$ cat src/rtl/conv_apb_master_if.sv
// conv_apb_master_if: request/response handshake and APB bus of conv_apb_master.
// master = requester side (the DUT), slave = host and APB completer side.
interface conv_apb_master_if;
  localparam int unsigned DW = 32;

  logic          req_valid;
  logic          req_ready;
  logic          req_write;
  logic          req_poll;
  logic [DW-1:0] req_addr;
  logic [DW-1:0] req_wdata;
  logic          rsp_valid;
  logic          rsp_ready;
  logic [DW-1:0] rsp_rdata;
  logic          rsp_err;
  logic          busy;
  logic [DW-1:0] PADDR;
  logic          PSEL;
  logic          PENABLE;
  logic          PWRITE;
  logic [DW-1:0] PWDATA;
  logic [DW-1:0] PRDATA;
  logic          PREADY;

  modport master (
    input  req_valid, req_write, req_poll, req_addr, req_wdata, rsp_ready, PRDATA, PREADY,
    output req_ready, rsp_valid, rsp_rdata, rsp_err, busy, PADDR, PSEL, PENABLE, PWRITE, PWDATA
  );

  modport slave (
    output req_valid, req_write, req_poll, req_addr, req_wdata, rsp_ready, PRDATA, PREADY,
    input  req_ready, rsp_valid, rsp_rdata, rsp_err, busy, PADDR, PSEL, PENABLE, PWRITE, PWDATA
  );
endinterface

$ cat src/rtl/conv_apb_master.sv
// conv_apb_master: single-outstanding APB requester with a hardware poll mode.
// Define APB_TIMEOUT_EN to bound ACCESS-phase waits to TIMEOUT cycles.
module conv_apb_master #(
  parameter int unsigned POLL_MAX = 1024,
  parameter int unsigned POLL_GAP = 4,
  parameter int unsigned TIMEOUT  = 256
) (
  input  logic               PCLK,
  input  logic               PRESETB,
  conv_apb_master_if.master  bus
);
  localparam int unsigned    DW           = 32;
  localparam int unsigned    CW           = 16;
  localparam int unsigned    GW           = 8;
  localparam bit             GAP_EN       = (POLL_GAP != 0);
  localparam logic [DW-1:0]  TIMEOUT_DATA = 32'hDEAD_BEEF;

  if (POLL_MAX == 0 || POLL_MAX > 65535 || POLL_GAP > 255 ||
      TIMEOUT == 0 || TIMEOUT > 65535) begin : g_param_check
    $error("conv_apb_master: parameter out of range");
  end

  typedef enum logic [2:0] {
    S_IDLE,
    S_SETUP,
    S_ACCESS,
    S_POLL_WAIT,
    S_RESP
  } state_t;

  state_t        state, state_nxt;
  logic [DW-1:0] addr_q, addr_nxt;
  logic [DW-1:0] wdata_q, wdata_nxt;
  logic          write_q, write_nxt;
  logic          poll_q, poll_nxt;
  logic [CW-1:0] poll_cnt, poll_cnt_nxt, poll_cnt_inc;
  logic [GW-1:0] gap_cnt, gap_cnt_nxt;
  logic [DW-1:0] rdata_nxt;
  logic          err_nxt;
  logic          masked_zero;
  logic          apb_on;
  logic [DW-1:0] paddr_nxt, pwdata_nxt;
  logic          pwrite_nxt;
`ifdef APB_TIMEOUT_EN
  logic [CW-1:0] to_cnt, to_cnt_nxt;
`endif

  // State, latched request fields and registered outputs
  always_ff @(posedge PCLK or negedge PRESETB) begin
    if (!PRESETB) begin
      state         <= S_IDLE;
      addr_q        <= '0;
      wdata_q       <= '0;
      write_q       <= 1'b0;
      poll_q        <= 1'b0;
      poll_cnt      <= '0;
      gap_cnt       <= '0;
`ifdef APB_TIMEOUT_EN
      to_cnt        <= '0;
`endif
      bus.req_ready <= 1'b0;
      bus.rsp_valid <= 1'b0;
      bus.rsp_rdata <= '0;
      bus.rsp_err   <= 1'b0;
      bus.busy      <= 1'b0;
      bus.PADDR     <= '0;
      bus.PSEL      <= 1'b0;
      bus.PENABLE   <= 1'b0;
      bus.PWRITE    <= 1'b0;
      bus.PWDATA    <= '0;
    end else begin
      state         <= state_nxt;
      addr_q        <= addr_nxt;
      wdata_q       <= wdata_nxt;
      write_q       <= write_nxt;
      poll_q        <= poll_nxt;
      poll_cnt      <= poll_cnt_nxt;
      gap_cnt       <= gap_cnt_nxt;
`ifdef APB_TIMEOUT_EN
      to_cnt        <= to_cnt_nxt;
`endif
      bus.req_ready <= (state_nxt == S_IDLE);
      bus.rsp_valid <= (state_nxt == S_RESP);
      bus.rsp_rdata <= rdata_nxt;
      bus.rsp_err   <= err_nxt;
      bus.busy      <= (state_nxt != S_IDLE);
      bus.PADDR     <= paddr_nxt;
      bus.PSEL      <= apb_on;
      bus.PENABLE   <= (state_nxt == S_ACCESS);
      bus.PWRITE    <= pwrite_nxt;
      bus.PWDATA    <= pwdata_nxt;
    end
  end

  // Next state, next datapath values and next registered outputs
  always_comb begin
    state_nxt    = state;
    addr_nxt     = addr_q;
    wdata_nxt    = wdata_q;
    write_nxt    = write_q;
    poll_nxt     = poll_q;
    poll_cnt_nxt = poll_cnt;
    gap_cnt_nxt  = gap_cnt;
    rdata_nxt    = bus.rsp_rdata;
    err_nxt      = bus.rsp_err;
`ifdef APB_TIMEOUT_EN
    to_cnt_nxt   = to_cnt;
`endif
    poll_cnt_inc = (poll_cnt == '1) ? poll_cnt : poll_cnt + CW'(1);
    masked_zero  = ((bus.PRDATA & wdata_q) == '0);

    case (state)
      S_IDLE: begin
        if (bus.req_valid && bus.req_ready) begin
          addr_nxt     = bus.req_addr;
          wdata_nxt    = bus.req_wdata;
          write_nxt    = bus.req_write;
          poll_nxt     = bus.req_poll & ~bus.req_write;
          poll_cnt_nxt = '0;
          state_nxt    = S_SETUP;
        end
      end
      S_SETUP: begin
`ifdef APB_TIMEOUT_EN
        to_cnt_nxt = '0;
`endif
        state_nxt = S_ACCESS;
      end
      S_ACCESS: begin
        if (bus.PREADY) begin
          rdata_nxt    = write_q ? '0 : bus.PRDATA;
          err_nxt      = 1'b0;
          poll_cnt_nxt = poll_cnt_inc;
          gap_cnt_nxt  = '0;
          // poll_q is only ever set for reads
          if (poll_q && masked_zero) begin
            if (poll_cnt_inc < CW'(POLL_MAX)) begin
              state_nxt = GAP_EN ? S_POLL_WAIT : S_SETUP;
            end else begin
              state_nxt = S_RESP;
              err_nxt   = 1'b1;
            end
          end else begin
            state_nxt = S_RESP;
          end
        end
`ifdef APB_TIMEOUT_EN
        else if (to_cnt == CW'(TIMEOUT - 1)) begin
          state_nxt = S_RESP;
          rdata_nxt = TIMEOUT_DATA;
          err_nxt   = 1'b1;
        end else begin
          to_cnt_nxt = to_cnt + CW'(1);
        end
`endif
      end
      S_POLL_WAIT: begin
        if (gap_cnt == GW'(POLL_GAP - 1)) begin
          state_nxt = S_SETUP;
        end else begin
          gap_cnt_nxt = gap_cnt + GW'(1);
        end
      end
      S_RESP: begin
        if (bus.rsp_ready) begin
          state_nxt = S_IDLE;
        end
      end
      default: state_nxt = S_IDLE;
    endcase

    // APB address/data/direction read as zero whenever the bus is not selected
    apb_on     = (state_nxt == S_SETUP) || (state_nxt == S_ACCESS);
    paddr_nxt  = apb_on ? addr_nxt  : '0;
    pwdata_nxt = apb_on ? wdata_nxt : '0;
    pwrite_nxt = apb_on & write_nxt;
  end

endmodule

$ cat src/flat_wrapper.sv
// flat-port wrapper written by rule: the top's interface ports become plain ports
module conv_apb_master_flat 
#(
  parameter int unsigned POLL_MAX = 1024,
  parameter int unsigned POLL_GAP = 4,
  parameter int unsigned TIMEOUT  = 256
)
  (PCLK, PRESETB, bus_req_valid, bus_req_write, bus_req_poll, bus_req_addr, bus_req_wdata, bus_rsp_ready, bus_PRDATA, bus_PREADY, bus_req_ready, bus_rsp_valid, bus_rsp_rdata, bus_rsp_err, bus_busy, bus_PADDR, bus_PSEL, bus_PENABLE, bus_PWRITE, bus_PWDATA);
  conv_apb_master_if bus_i ();
  input  logic PCLK;
  input  logic PRESETB;
  input wire logic [$bits(bus_i.req_valid)-1:0] bus_req_valid;
  input wire logic [$bits(bus_i.req_write)-1:0] bus_req_write;
  input wire logic [$bits(bus_i.req_poll)-1:0] bus_req_poll;
  input wire logic [$bits(bus_i.req_addr)-1:0] bus_req_addr;
  input wire logic [$bits(bus_i.req_wdata)-1:0] bus_req_wdata;
  input wire logic [$bits(bus_i.rsp_ready)-1:0] bus_rsp_ready;
  input wire logic [$bits(bus_i.PRDATA)-1:0] bus_PRDATA;
  input wire logic [$bits(bus_i.PREADY)-1:0] bus_PREADY;
  output wire logic [$bits(bus_i.req_ready)-1:0] bus_req_ready;
  output wire logic [$bits(bus_i.rsp_valid)-1:0] bus_rsp_valid;
  output wire logic [$bits(bus_i.rsp_rdata)-1:0] bus_rsp_rdata;
  output wire logic [$bits(bus_i.rsp_err)-1:0] bus_rsp_err;
  output wire logic [$bits(bus_i.busy)-1:0] bus_busy;
  output wire logic [$bits(bus_i.PADDR)-1:0] bus_PADDR;
  output wire logic [$bits(bus_i.PSEL)-1:0] bus_PSEL;
  output wire logic [$bits(bus_i.PENABLE)-1:0] bus_PENABLE;
  output wire logic [$bits(bus_i.PWRITE)-1:0] bus_PWRITE;
  output wire logic [$bits(bus_i.PWDATA)-1:0] bus_PWDATA;
  assign bus_i.req_valid = bus_req_valid;
  assign bus_i.req_write = bus_req_write;
  assign bus_i.req_poll = bus_req_poll;
  assign bus_i.req_addr = bus_req_addr;
  assign bus_i.req_wdata = bus_req_wdata;
  assign bus_i.rsp_ready = bus_rsp_ready;
  assign bus_i.PRDATA = bus_PRDATA;
  assign bus_i.PREADY = bus_PREADY;
  assign bus_req_ready = bus_i.req_ready;
  assign bus_rsp_valid = bus_i.rsp_valid;
  assign bus_rsp_rdata = bus_i.rsp_rdata;
  assign bus_rsp_err = bus_i.rsp_err;
  assign bus_busy = bus_i.busy;
  assign bus_PADDR = bus_i.PADDR;
  assign bus_PSEL = bus_i.PSEL;
  assign bus_PENABLE = bus_i.PENABLE;
  assign bus_PWRITE = bus_i.PWRITE;
  assign bus_PWDATA = bus_i.PWDATA;
  conv_apb_master #(.POLL_MAX(POLL_MAX), .POLL_GAP(POLL_GAP), .TIMEOUT(TIMEOUT)) u_core (.PCLK(PCLK), .PRESETB(PRESETB), .bus(bus_i));
endmodule
$ cat config.mk
export PLATFORM = sky130hd
export DESIGN_NAME = conv_apb_master_flat
export DESIGN_NICKNAME = d
export VERILOG_FILES = /design/src/rtl/conv_apb_master_if.sv /design/src/rtl/conv_apb_master.sv /design/src/flat_wrapper.sv
export SDC_FILE = /design/constraint.sdc
export NUM_CORES = 1
export LEC_CHECK = 0
export ABC_AREA = 1
export ABC_CLOCK_PERIOD_IN_PS = 1950
export CAP_MARGIN = 20
export CORE_UTILIZATION = 37
export CTS_CLUSTER_SIZE = 16
export DETAILED_ROUTE_END_ITERATION = 10
export MAX_ROUTING_LAYER = met4
export PLACE_DENSITY = 0.65
export SETUP_SLACK_MARGIN = 0.5
export SLEW_MARGIN = 15
export SYNTH_ARGS = -nofsm -noshare
export SYNTH_HDL_FRONTEND = slang
export SYNTH_SLANG_ARGS = --single-unit
$ cat constraint.sdc
create_clock -name PCLK -period 1.95 [get_ports PCLK]
set_input_delay 0.2925 -clock PCLK [delete_from_list [all_inputs] [get_ports PCLK]]
set_output_delay 0.2925 -clock PCLK [all_outputs]
set_load 0.01 [all_outputs]
==> out/metrics.yaml <==
synth_cells: 848
swShare: 0.3755
worst_pin_slew_ns: 0.4122
die_area_um2: 23130
clock_skew_ns: 0.01002
rsz0062_at_grt: "yes"
slew_headroom: 0.7252
fmax_mhz: 464.4
syn_area_um2: 8335
yosysTopAreaCellShare: 0.5884
ys_top_cells_by_count: "196 x dfrtp_1, 166 x nand2_1, 92 x inv_1"
drc: 30
dpl_worst_slack_ns: -0.5319
io_pins: 206
clkTransAtPathRegs_ns: 0.07
synthArstFlopShare: 1.000
drive_gt1_frac: 0.4005
rows: 54
whs_ns: 0.3615
vias: 7201
antenna_found_initial: 1
crit_path_start_kind: "register"
p_int_mw: 14.27
fin_util: 0.6468
wl_met2_um: 14180
drt_pass1_iterations: 8
crit_required_ns: 2.30
routedWlPerCell_um: 19.05
drt-met1-wl_um: 11750
wl_met3_um: 1394
dp_hpwl_um: 16320
synthesis.nets: 953
post-route-period-util: 1.104
syn_area_per_cell_um2: 9.830
synthTopCellsByArea: "dfrtp_1 59%, nand2_1 7.5%, a21oi_2 5.1%"
p_per_area_nw_per_um2: 1609
ir_drop_mv: 0.8055
power_frac_clock: 0.155
initial_core_util: 0.3796
synth-seq-cells: 196
wl_um: 28040
gp_congestion: 0.8250
nets: 1284
pwr-share-comb: 0.561
die_h_um: 152.1
worstSetupPathType: "register to register"
grt.total_usage: 0.2383
die_w_um: 152.1
postRouteAntennaNets: 0
setup_violations: 75
dominantRegCellSynth: "dfrtp_1"
hp-class: "input pin to asynchronous set/reset pin"
yosysTopAreaCell: "dfrtp_1"
setup_ws_ns: -0.2035
cap_violations: 0
cts-root-buf: "clkbuf_16"
hold_viol_final: 0
cts_max_level: 4
period_minus_slack_ns: 2.153
seq_power_share: 0.283
numCtsBuffers: 17
grt_pass1_vias: 7412
fillers: 1676
ys_seq_area_frac: 0.5884
core_area_um2: 21960
synth.most_common_cell: "dfrtp_1"
top_layer: "met4"
ys_types: 38
p_leak_nw: 6.712
report.final.slew_viol_count: 0
violations: "design-rule violations, negative setup slack"
overflow: 0
insertion_delay_ns: 0.43
synth_edf_count: 0
status: "finished with violations"
synthToLayoutAreaGrowth_pct: 70.38
drtIter0Drc: 405
cts.sink_count: 196
yosys_warnings: 0
end_kind: "register"
port-buffer-count: 205
p_sw_mw: 8.581
grt_pass1_wl_um: 41140
vias_per_cell: 4.892
grt_max_degree: 64
path_max_fanout: 20
cts_buffer_depth: 2
cts_tree: "yes"
cp.arrival_ns: 2.51
==> cells in the final DEF (no fill, tap or decap), types with 15 or more instances in the layout <==
cell             count
nor2_1              19
nand2_2             33
o21ai_4             62
dfrtp_1            194
buf_16              15
clkbuf_16           24
clkdlybuf4s50_1    101
buf_12              27
a21oi_2             57
nand2_1            126
buf_6               28
a21oi_1             24
nand3_1             41
inv_1               77
inv_2               15
buf_4               63
or2_4               62
dlygate4sd2_1       99
==> logic make-up (layout without fill, tap and decap cells) <==
group	after synthesis	count (layout)	share of synthesized area
other	0	1	0
AOI/OAI and AO/OA	171	171	0.1268
muxes	1	1	0.001201
adders and majority gates	2	2	0.003002
and+or+nand+nor	341	341	0.2011
DFF	196	196	0.5884
xor gates and xnor gates	1	1	0.001051
buffers and inverters	136	479	0.07835
==> per-layer routing <==
layer  track usage  up-vias
li1              -     3386
met1        0.2964     3562
met2        0.3889      210
met3       0.04706       43
met4       0.08066        0
met5             -        -
==> worst max-delay path, cell delays in order (launching register included) <==
cell,delay (ns)
dfrtp_1,0.37
ha_2,0.20
nand2_2,0.08
nor2_4,0.19
nand2_2,0.12
inv_4,0.08
nand3_4,0.10
nand3_2,0.13
nor2_4,0.06
nand4_4,0.12
nand3_4,0.20
buf_12,0.24
a21oi_2,0.16
==> flip-flops by register name (all words and copies together), names as in the netlist, 3 cells and up <==
| signal | count |
|---|---|
| u_core.addr_q | 32 |
| u_core.wdata_q | 32 |
| u_core.bus.PWDATA | 32 |
| u_core.poll_cnt | 16 |
| u_core.state | 3 |
| u_core.bus.PADDR | 32 |
| u_core.bus.rsp_rdata | 32 |
| u_core.gap_cnt | 8 |
==> per-stage QoR <==
step | total power [mW] | area, um2 | TNS, ns | std cells
after floorplan | 11.37 | 8477 | 0 | 848
after global placement | 14.65 | 11190 | -32.40 | 1359
after detailed placement | 14.81 | 11190 | -34.46 | 1359
after CTS | 20.89 | 13120 | -9.042 | 1435
after global routing | 24.06 | 14200 | -17.92 | 1472
final | 22.85 | 14200 | -11.06 | 1472
==> power groups by stage <==
| stage | sequential, mW | clock [mW] | combinational, mW |
|---|---|---|---|
| finish | 6.48 | 3.54 | 12.8 |
| global route | 6.63 | 3.77 | 13.7 |
| CTS | 6.36 | 3.61 | 10.9 |
| detailed placement | 6.39 | 0 | 8.42 |
| global placement | 6.37 | 0 | 8.28 |
| floorplan | 6.61 | 0 | 4.76 |
==> final timing paths <==
path	start	cells after the start	to	slack [ns]
max reg2reg	u_core.poll_cnt[0]	12	u_core.bus.PWDATA[15]	-0.20
max	u_core.poll_cnt[0]	12	u_core.bus.PWDATA[15]	-0.20
max in group asynchronous	PRESETB	3	u_core.bus.PWDATA[0]	0.90
min reg2reg	u_core.gap_cnt[7]	1	u_core.gap_cnt[7]	0.47
min	PRESETB	2	u_core.bus.rsp_rdata[17]	0.36
min in group PCLK	bus_PRDATA[22]	3	u_core.bus.rsp_rdata[22]	0.44
==> final cells by class <==
cell class,instances,area [um2],area share
diodes,1,2.502,0.0001762
clock buffers,20,456.7,0.03216
clock inverters,11,126.4,0.008898
inverters,96,370.4,0.02608
multi-input cells,516,4050,0.2852
flip-flops and latches,196,4907,0.3455
well taps,280,350.3,0.02467
repair buffers,352,3939,0.2773
==> timing repair <==
action                                  in CTS  in global routing
hold endpoints to repair                    40                  0
pin swaps                                   34                 52
setup buffers                               32                 28
gates cloned                                12                  8
hold buffers                                 1                  0
endpoints found under the setup margin     299                197
resized for setup                          351                167
Power figures use the tool's default switching activity.
